$ cat src/rtl/data_mem_responder_if.sv
// rtl/data_mem_responder_if.sv - request/response handshake bundle for the data-memory responder
//
// Purpose : groups the load/store request channel and the response channel.
// Ports   : req_valid/req_ready/req_write/req_addr/req_wdata  (request channel)
//           resp_valid/resp_ready/resp_rdata/resp_err         (response channel)
// Modports: master = initiator (core side), slave = responder (memory side).
interface data_mem_responder_if #(
    parameter int ADDR_W = 8,
    parameter int DATA_W = 32
);
    logic              req_valid;
    logic              req_ready;
    logic              req_write;
    logic [ADDR_W-1:0] req_addr;
    logic [DATA_W-1:0] req_wdata;
    logic              resp_valid;
    logic              resp_ready;
    logic [DATA_W-1:0] resp_rdata;
    logic              resp_err;

    modport master (
        output req_valid, req_write, req_addr, req_wdata, resp_ready,
        input  req_ready, resp_valid, resp_rdata, resp_err
    );

    modport slave (
        input  req_valid, req_write, req_addr, req_wdata, resp_ready,
        output req_ready, resp_valid, resp_rdata, resp_err
    );
endinterface

$ cat src/rtl/data_mem_responder.sv
// rtl/data_mem_responder.sv - slow data-memory responder with programmable access latency
//
// Purpose : single-outstanding load/store responder; accepts a request, waits,
//           performs the access, then holds the response until it is taken.
// Ports   : clk        - system clock, all state on rising edge
//           rst        - asynchronous active-high reset
//           bus        - request/response handshake bundle (slave side)
//           busy       - a request is in flight (state is not IDLE)
//           txn_count  - completed response handshakes, wraps at 16 bits
module data_mem_responder #(
    parameter int DEPTH   = 32,
    parameter int ADDR_W  = 8,
    parameter int DATA_W  = 32,
    parameter int LATENCY = 2
) (
    input  logic                  clk,
    input  logic                  rst,
    data_mem_responder_if.slave   bus,
    output logic                  busy,
    output logic [15:0]           txn_count
);
    localparam int IDX_W = (DEPTH > 1) ? $clog2(DEPTH) : 1;

    localparam logic [1:0] S_IDLE = 2'd0;
    localparam logic [1:0] S_WAIT = 2'd1;
    localparam logic [1:0] S_RESP = 2'd2;

    logic [1:0]        state;
    logic [3:0]        cnt;
    logic              lat_write;
    logic [ADDR_W-1:0] lat_addr;
    logic [DATA_W-1:0] lat_wdata;
    logic [DATA_W-1:0] resp_rdata_q;
    logic              resp_err_q;

    logic [DATA_W-1:0] mem [DEPTH];

    logic              accept;
    logic              commit;
    logic              in_range;
    logic [IDX_W-1:0]  idx;

    assign accept   = bus.req_valid && (state == S_IDLE);
    // The access happens on the edge that leaves WAIT; the counter is loaded
    // with LATENCY so the response shows up LATENCY+1 edges after accept.
    assign commit   = (state == S_WAIT) && (cnt == 4'd0);
    // Full address width is compared so high addresses never alias into the array.
    assign in_range = ({1'b0, lat_addr} < (ADDR_W+1)'(DEPTH));
    assign idx      = lat_addr[IDX_W-1:0];

    assign bus.req_ready  = (state == S_IDLE);
    assign bus.resp_valid = (state == S_RESP);
    assign bus.resp_rdata = resp_rdata_q;
    assign bus.resp_err   = resp_err_q;
    assign busy           = (state != S_IDLE);

    always_ff @(posedge clk or posedge rst) begin
        if (rst) begin
            state        <= S_IDLE;
            cnt          <= 4'd0;
            lat_write    <= 1'b0;
            lat_addr     <= '0;
            lat_wdata    <= '0;
            resp_rdata_q <= '0;
            resp_err_q   <= 1'b0;
            txn_count    <= 16'd0;
        end else begin
            case (state)
                S_IDLE: begin
                    if (accept) begin
                        lat_write <= bus.req_write;
                        lat_addr  <= bus.req_addr;
                        lat_wdata <= bus.req_wdata;
                        cnt       <= 4'(LATENCY);
                        state     <= S_WAIT;
                    end
                end
                S_WAIT: begin
                    if (cnt == 4'd0) begin
                        state        <= S_RESP;
                        resp_err_q   <= !in_range;
                        resp_rdata_q <= (in_range && !lat_write) ? mem[idx] : '0;
                    end else begin
                        cnt <= cnt - 4'd1;
                    end
                end
                S_RESP: begin
                    if (bus.resp_ready) begin
                        state     <= S_IDLE;
                        txn_count <= txn_count + 16'd1;
                    end
                end
                default: state <= S_IDLE;
            endcase
        end
    end

    // Array is deliberately outside the reset domain; a store dropped by reset
    // while still in WAIT never reaches here because commit needs state==WAIT.
    always_ff @(posedge clk) begin
        if (!rst && commit && lat_write && in_range) begin
            mem[idx] <= lat_wdata;
        end
    end
endmodule

$ cat src/flat_wrapper.sv
// flat-port wrapper written by rule: the top's interface ports become plain ports
module data_mem_responder_flat 
#(
    parameter int DEPTH   = 32,
    parameter int ADDR_W  = 8,
    parameter int DATA_W  = 32,
    parameter int LATENCY = 2
)
  (clk, rst, busy, txn_count, bus_req_valid, bus_req_write, bus_req_addr, bus_req_wdata, bus_resp_ready, bus_req_ready, bus_resp_valid, bus_resp_rdata, bus_resp_err);
  data_mem_responder_if #(.ADDR_W(ADDR_W), .DATA_W(DATA_W)) bus_i ();
  input  logic clk;
  input  logic rst;
  output logic busy;
  output logic [15:0] txn_count;
  input wire logic [$bits(bus_i.req_valid)-1:0] bus_req_valid;
  input wire logic [$bits(bus_i.req_write)-1:0] bus_req_write;
  input wire logic [$bits(bus_i.req_addr)-1:0] bus_req_addr;
  input wire logic [$bits(bus_i.req_wdata)-1:0] bus_req_wdata;
  input wire logic [$bits(bus_i.resp_ready)-1:0] bus_resp_ready;
  output wire logic [$bits(bus_i.req_ready)-1:0] bus_req_ready;
  output wire logic [$bits(bus_i.resp_valid)-1:0] bus_resp_valid;
  output wire logic [$bits(bus_i.resp_rdata)-1:0] bus_resp_rdata;
  output wire logic [$bits(bus_i.resp_err)-1:0] bus_resp_err;
  assign bus_i.req_valid = bus_req_valid;
  assign bus_i.req_write = bus_req_write;
  assign bus_i.req_addr = bus_req_addr;
  assign bus_i.req_wdata = bus_req_wdata;
  assign bus_i.resp_ready = bus_resp_ready;
  assign bus_req_ready = bus_i.req_ready;
  assign bus_resp_valid = bus_i.resp_valid;
  assign bus_resp_rdata = bus_i.resp_rdata;
  assign bus_resp_err = bus_i.resp_err;
  data_mem_responder #(.DEPTH(DEPTH), .ADDR_W(ADDR_W), .DATA_W(DATA_W), .LATENCY(LATENCY)) u_core (.clk(clk), .rst(rst), .bus(bus_i), .busy(busy), .txn_count(txn_count));
endmodule
$ cat config.mk
export PLATFORM = sky130hd
export DESIGN_NAME = data_mem_responder_flat
export DESIGN_NICKNAME = d
export VERILOG_FILES = /design/src/rtl/data_mem_responder_if.sv /design/src/rtl/data_mem_responder.sv /design/src/flat_wrapper.sv
export SDC_FILE = /design/constraint.sdc
export NUM_CORES = 1
export LEC_CHECK = 0
export ABC_CLOCK_PERIOD_IN_PS = 4350
export BUFFER_PORTS_ARGS = -buffer_cell sky130_fd_sc_hd__buf_2
export CAP_MARGIN = 40
export CORE_UTILIZATION = 55
export DETAILED_ROUTE_END_ITERATION = 16
export GPL_TIMING_DRIVEN = 0
export PLACE_DENSITY = 0.74
export RECOVER_POWER = 100
export SYNTH_ARGS = -nofsm -noshare
export SYNTH_HDL_FRONTEND = slang
export SYNTH_SLANG_ARGS = --single-unit
$ cat constraint.sdc
create_clock -name clk -period 4.35 [get_ports clk]
set_input_delay 0.435 -clock clk [delete_from_list [all_inputs] [get_ports clk]]
set_output_delay 0.435 -clock clk [all_outputs]
set_load 0.02 [all_outputs]
==> results.sh <==
export IMPL_path_max_fanout=13
export IMPL_worstMarginPinSlew_ns=2.242
export IMPL_drt_iter0_drc=4805
export IMPL_start_kind="register"
export IMPL_cts_inserted_buffers=107
export IMPL_min_path_cells=3
export IMPL_status="complete, but fails checks"
export IMPL_drc=0
export IMPL_cts_htree_levels=3
export IMPL_final_setup_viol_count=151
export IMPL_synth_warnings=0
export IMPL_leakage_nw=17.50
export IMPL_slew_violations=104
export IMPL_power_density_nw_per_um2=642.6
export IMPL_grtUsageTotal_pct=35.03
export IMPL_finalCritPeriodShare_pct=102.9
export IMPL_r2r_cells=9
export IMPL_drv_cap=4
export IMPL_holdCritPathClass="primary input to register"
export IMPL_start_util_pct=55.93
export IMPL_post_place_ws_ns=0.3891
export IMPL_syn_area_per_cell_um2=17.67
export IMPL_dieWidth_um=280.8
export IMPL_grt_pass1_vias=25314
export IMPL_root_buffer="clkbuf_16"
export IMPL_gp_congestion=0.9021
export IMPL_final_hold_viol_count=0
export IMPL_ir_worst_vdd_mv=0.4879
export IMPL_synth_distinct_cells=40
export IMPL_synth_top_cell_by_area="edfxtp_1"
export IMPL_insertion_delay_ns=0.70
export IMPL_nets=2820
export IMPL_synth_top_cell_area_share_pct=71.91
export IMPL_final_core_util_pct=65.36
export IMPL_synth_area_leaders="edfxtp_1 (72%), mux2i_1 (12%), dfrtp_1 (5.6%)"
export IMPL_required_ns=4.72
export IMPL_finalPower_mw=32.11
export IMPL_avgRoutedWirePerCell_um=35.57
export IMPL_postLayoutCellArea_um2=49970
export IMPL_violations="capacitance limit, slew limit, setup timing"
export IMPL_syn_num_nets=2467
export IMPL_fin_ws_ns=-0.1247
export IMPL_area_delta_synth_final_pct=16.86
export IMPL_die_area_um2=78870
export IMPL_dp_hpwl_um=85350
export IMPL_r2r_setup_slack_ns=-0.12
export IMPL_drtPass1Iterations=6
export IMPL_via_per_inst=6.765
export IMPL_cp_end_kind="register"
export IMPL_r2r_start="u_core.lat_addr[5]$_DFFE_PP0P_"
export IMPL_seq_area_frac_synth_pct=77.53
export IMPL_hold_start="bus_req_addr[0]"
export IMPL_path_clk_slew_ns=0.06
export IMPL_cts_tree="done"
export IMPL_reg2reg_to="u_core.mem[28][18]$_DFFE_PP_"
export IMPL_grt_first_pass_wirelength_um=187500
export IMPL_hold_end="u_core.lat_addr[0]$_DFFE_PP0P_"
export IMPL_finalNonFillerCells=3896
export IMPL_grt_max_degree=40
export IMPL_fp_row_count=101
export IMPL_post_place_cells=3635
export IMPL_drt_wl_total_um=138600
export IMPL_fin_skew_ns=0.02667
export IMPL_rsz0062_at_grt="false"
export IMPL_crit_type="register to register"
export IMPL_numClockSinks=1120
export IMPL_detail_route_antenna_nets=0
export IMPL_syn_cell_area_um2=42760
export IMPL_antenna_found_initial=1
export IMPL_syn_instance_count=2420
export IMPL_clock_path_buffers=3
export IMPL_core_area_um2=76450
export IMPL_ioPinCount=97
export IMPL_min_period_ns=4.475
export IMPL_gr_total_overflow=0
export IMPL_placed_cell_area_um2=46510
export IMPL_fp_dieH_um=280.8
export IMPL_io_buffers=96
export IMPL_relSlewSlack_pct=-49.46
export IMPL_vias=26355
export IMPL_fmax_ghz=0.2235
export IMPL_ys_seq_elements=1120
export IMPL_drive_gt1_share_pct=15.13
export IMPL_worst_ep_arrival_time_ns=4.84
## where the power goes
part	internal, mW	switching [mW]	total [mW]
combinational	2.60	5.72	8.31
sequential	13.5	0.933	14.4
clock	5.37	4.01	9.38
total	21.5	10.7	32.1
## worst max path at each step
stage	from	end	slack [ns]	depth (start not counted)
after floorplan	u_core.cnt[0]$_DFFE_PP0P_	u_core.mem[26][0]$_DFFE_PP_	0.12	8
after global placement	u_core.lat_addr[5]$_DFFE_PP0P_	u_core.mem[26][0]$_DFFE_PP_	-4.93	6
after detailed placement	u_core.lat_addr[5]$_DFFE_PP0P_	u_core.mem[21][26]$_DFFE_PP_	0.39	7
after CTS	u_core.lat_addr[5]$_DFFE_PP0P_	u_core.mem[21][18]$_DFFE_PP_	0.25	7
after global routing	u_core.lat_addr[5]$_DFFE_PP0P_	u_core.mem[26][21]$_DFFE_PP_	0.004	10
final	u_core.lat_addr[5]$_DFFE_PP0P_	u_core.mem[28][18]$_DFFE_PP_	-0.12	9
## placed cells by master, fill, tap and decap left out, drive strengths merged, types with 2 or more instances in the layout
cell type	synthesis	layout
nand2b	3	3
buf	118	219
o21ai	2	2
xnor2	11	11
a22o	32	32
clkinvlp	0	7
o22ai	256	256
nor2	40	40
edfxtp	1024	1024
or4b	4	4
dfrtp	96	96
or3b	3	3
nand3	4	4
nand4b	4	4
nand4	7	7
diode	0	4
bufinv	0	10
xor2	6	6
or3	2	2
nor4	65	65
clkbuf	25	275
dlygate4sd3	0	37
mux2i	512	512
nand3b	2	2
ha	2	2
nor3	5	5
inv	8	14
clkinv	0	31
nand4bb	6	6
nand2	171	171
## area by class of cell
cell class	count	area, µm²
Sequential cell	1120	33150
Inverter	8	31.28
Tap cell	1030	1289
Fill cell	4942	26490
Multi-Input combinational cell	1149	8932
Buffer	143	787.0
Clock inverter	54	573.1
Clock buffer	144	2958
Antenna cell	4	10.01
Timing Repair Buffer	244	2237
## cells in the mapped netlist (all sizes together)
master   count
xor2         6
or4          1
o22ai      256
nand4b       4
nand2      171
nand4bb      6
edfxtp    1024
nand3        4
o21ai        2
nor3b        1
buf        118
or3b         3
xnor2       11
and3b        1
nor4b        1
nor2b        1
nor3         5
ha           2
a21boi       1
and3         1
or3          2
nor4        65
dfrtp       96
clkbuf      25
mux2         1
nand2b       3
o211ai       1
nand4        7
nor4bb       1
nor2        40
inv          8
or4b         4
and2         1
nand3b       2
mux2i      512
or2          1
a22o        32
## state kept, by name, summed over array words and instances (netlist names)
register and cells:
u_core.lat_wdata 32, u_core.lat_write 1, u_core.lat_addr 8, u_core.cnt 4, u_core.txn_count 16, u_core.state 2
u_core.bus.resp_rdata 32, u_core.bus.resp_err 1, u_core.mem 1024
## stage by stage
stage          hold WS, ns   TNS, ns
2_1_floorplan       0.4466         0
3_3_place_gp        0.4556  -2696.04
3_5_place_dp        0.4813         0
4_1_cts            0.01127         0
5_1_grt            0.03303         0
6_report           0.05587    -8.868
## cells by family after synthesis
logic type,synth area share (%)
AOI/OAI and AO/OA,4.459
adders and majority gates,0.05851
xor gates and xnor gates,0.3482
muxes,12.01
and+or+nand+nor,3.681
buffers and inverters,1.914
DFF,77.53
## repair_timing
item / 4_1_cts / 5_1_grt
setup buffers: 0 / 9
hold endpoints to repair: 64 / 0
gates resized for setup: 0 / 2
endpoints found under the setup margin: 0 / 62
hold buffers: 37 / 0
## critical path, stage by stage, from the launching register on
cell	delay, ns
dfrtp_1	0.39
nor3_1	0.59
buf_4	0.30
nand3_1	0.37
nor4b_1	0.87
nand2b_1	0.12
clkbuf_1	0.15
buf_4	0.20
nor2_2	0.86
buf_16	0.27
## metal layers
layer  vias to the layer above  share of wire (%)  wire (µm)  global-route usage [%]
met5                         -              0.040         56                       0
met4                         4                7.3      10140                   19.87
met3                       624                 16      22310                   12.12
met2                      2529                 44      60510                   52.48
met1                     12868                 33      45580                   44.71
li1                      10330                  -          -                       -
No activity file was read; power rests on OpenSTA's default activity.
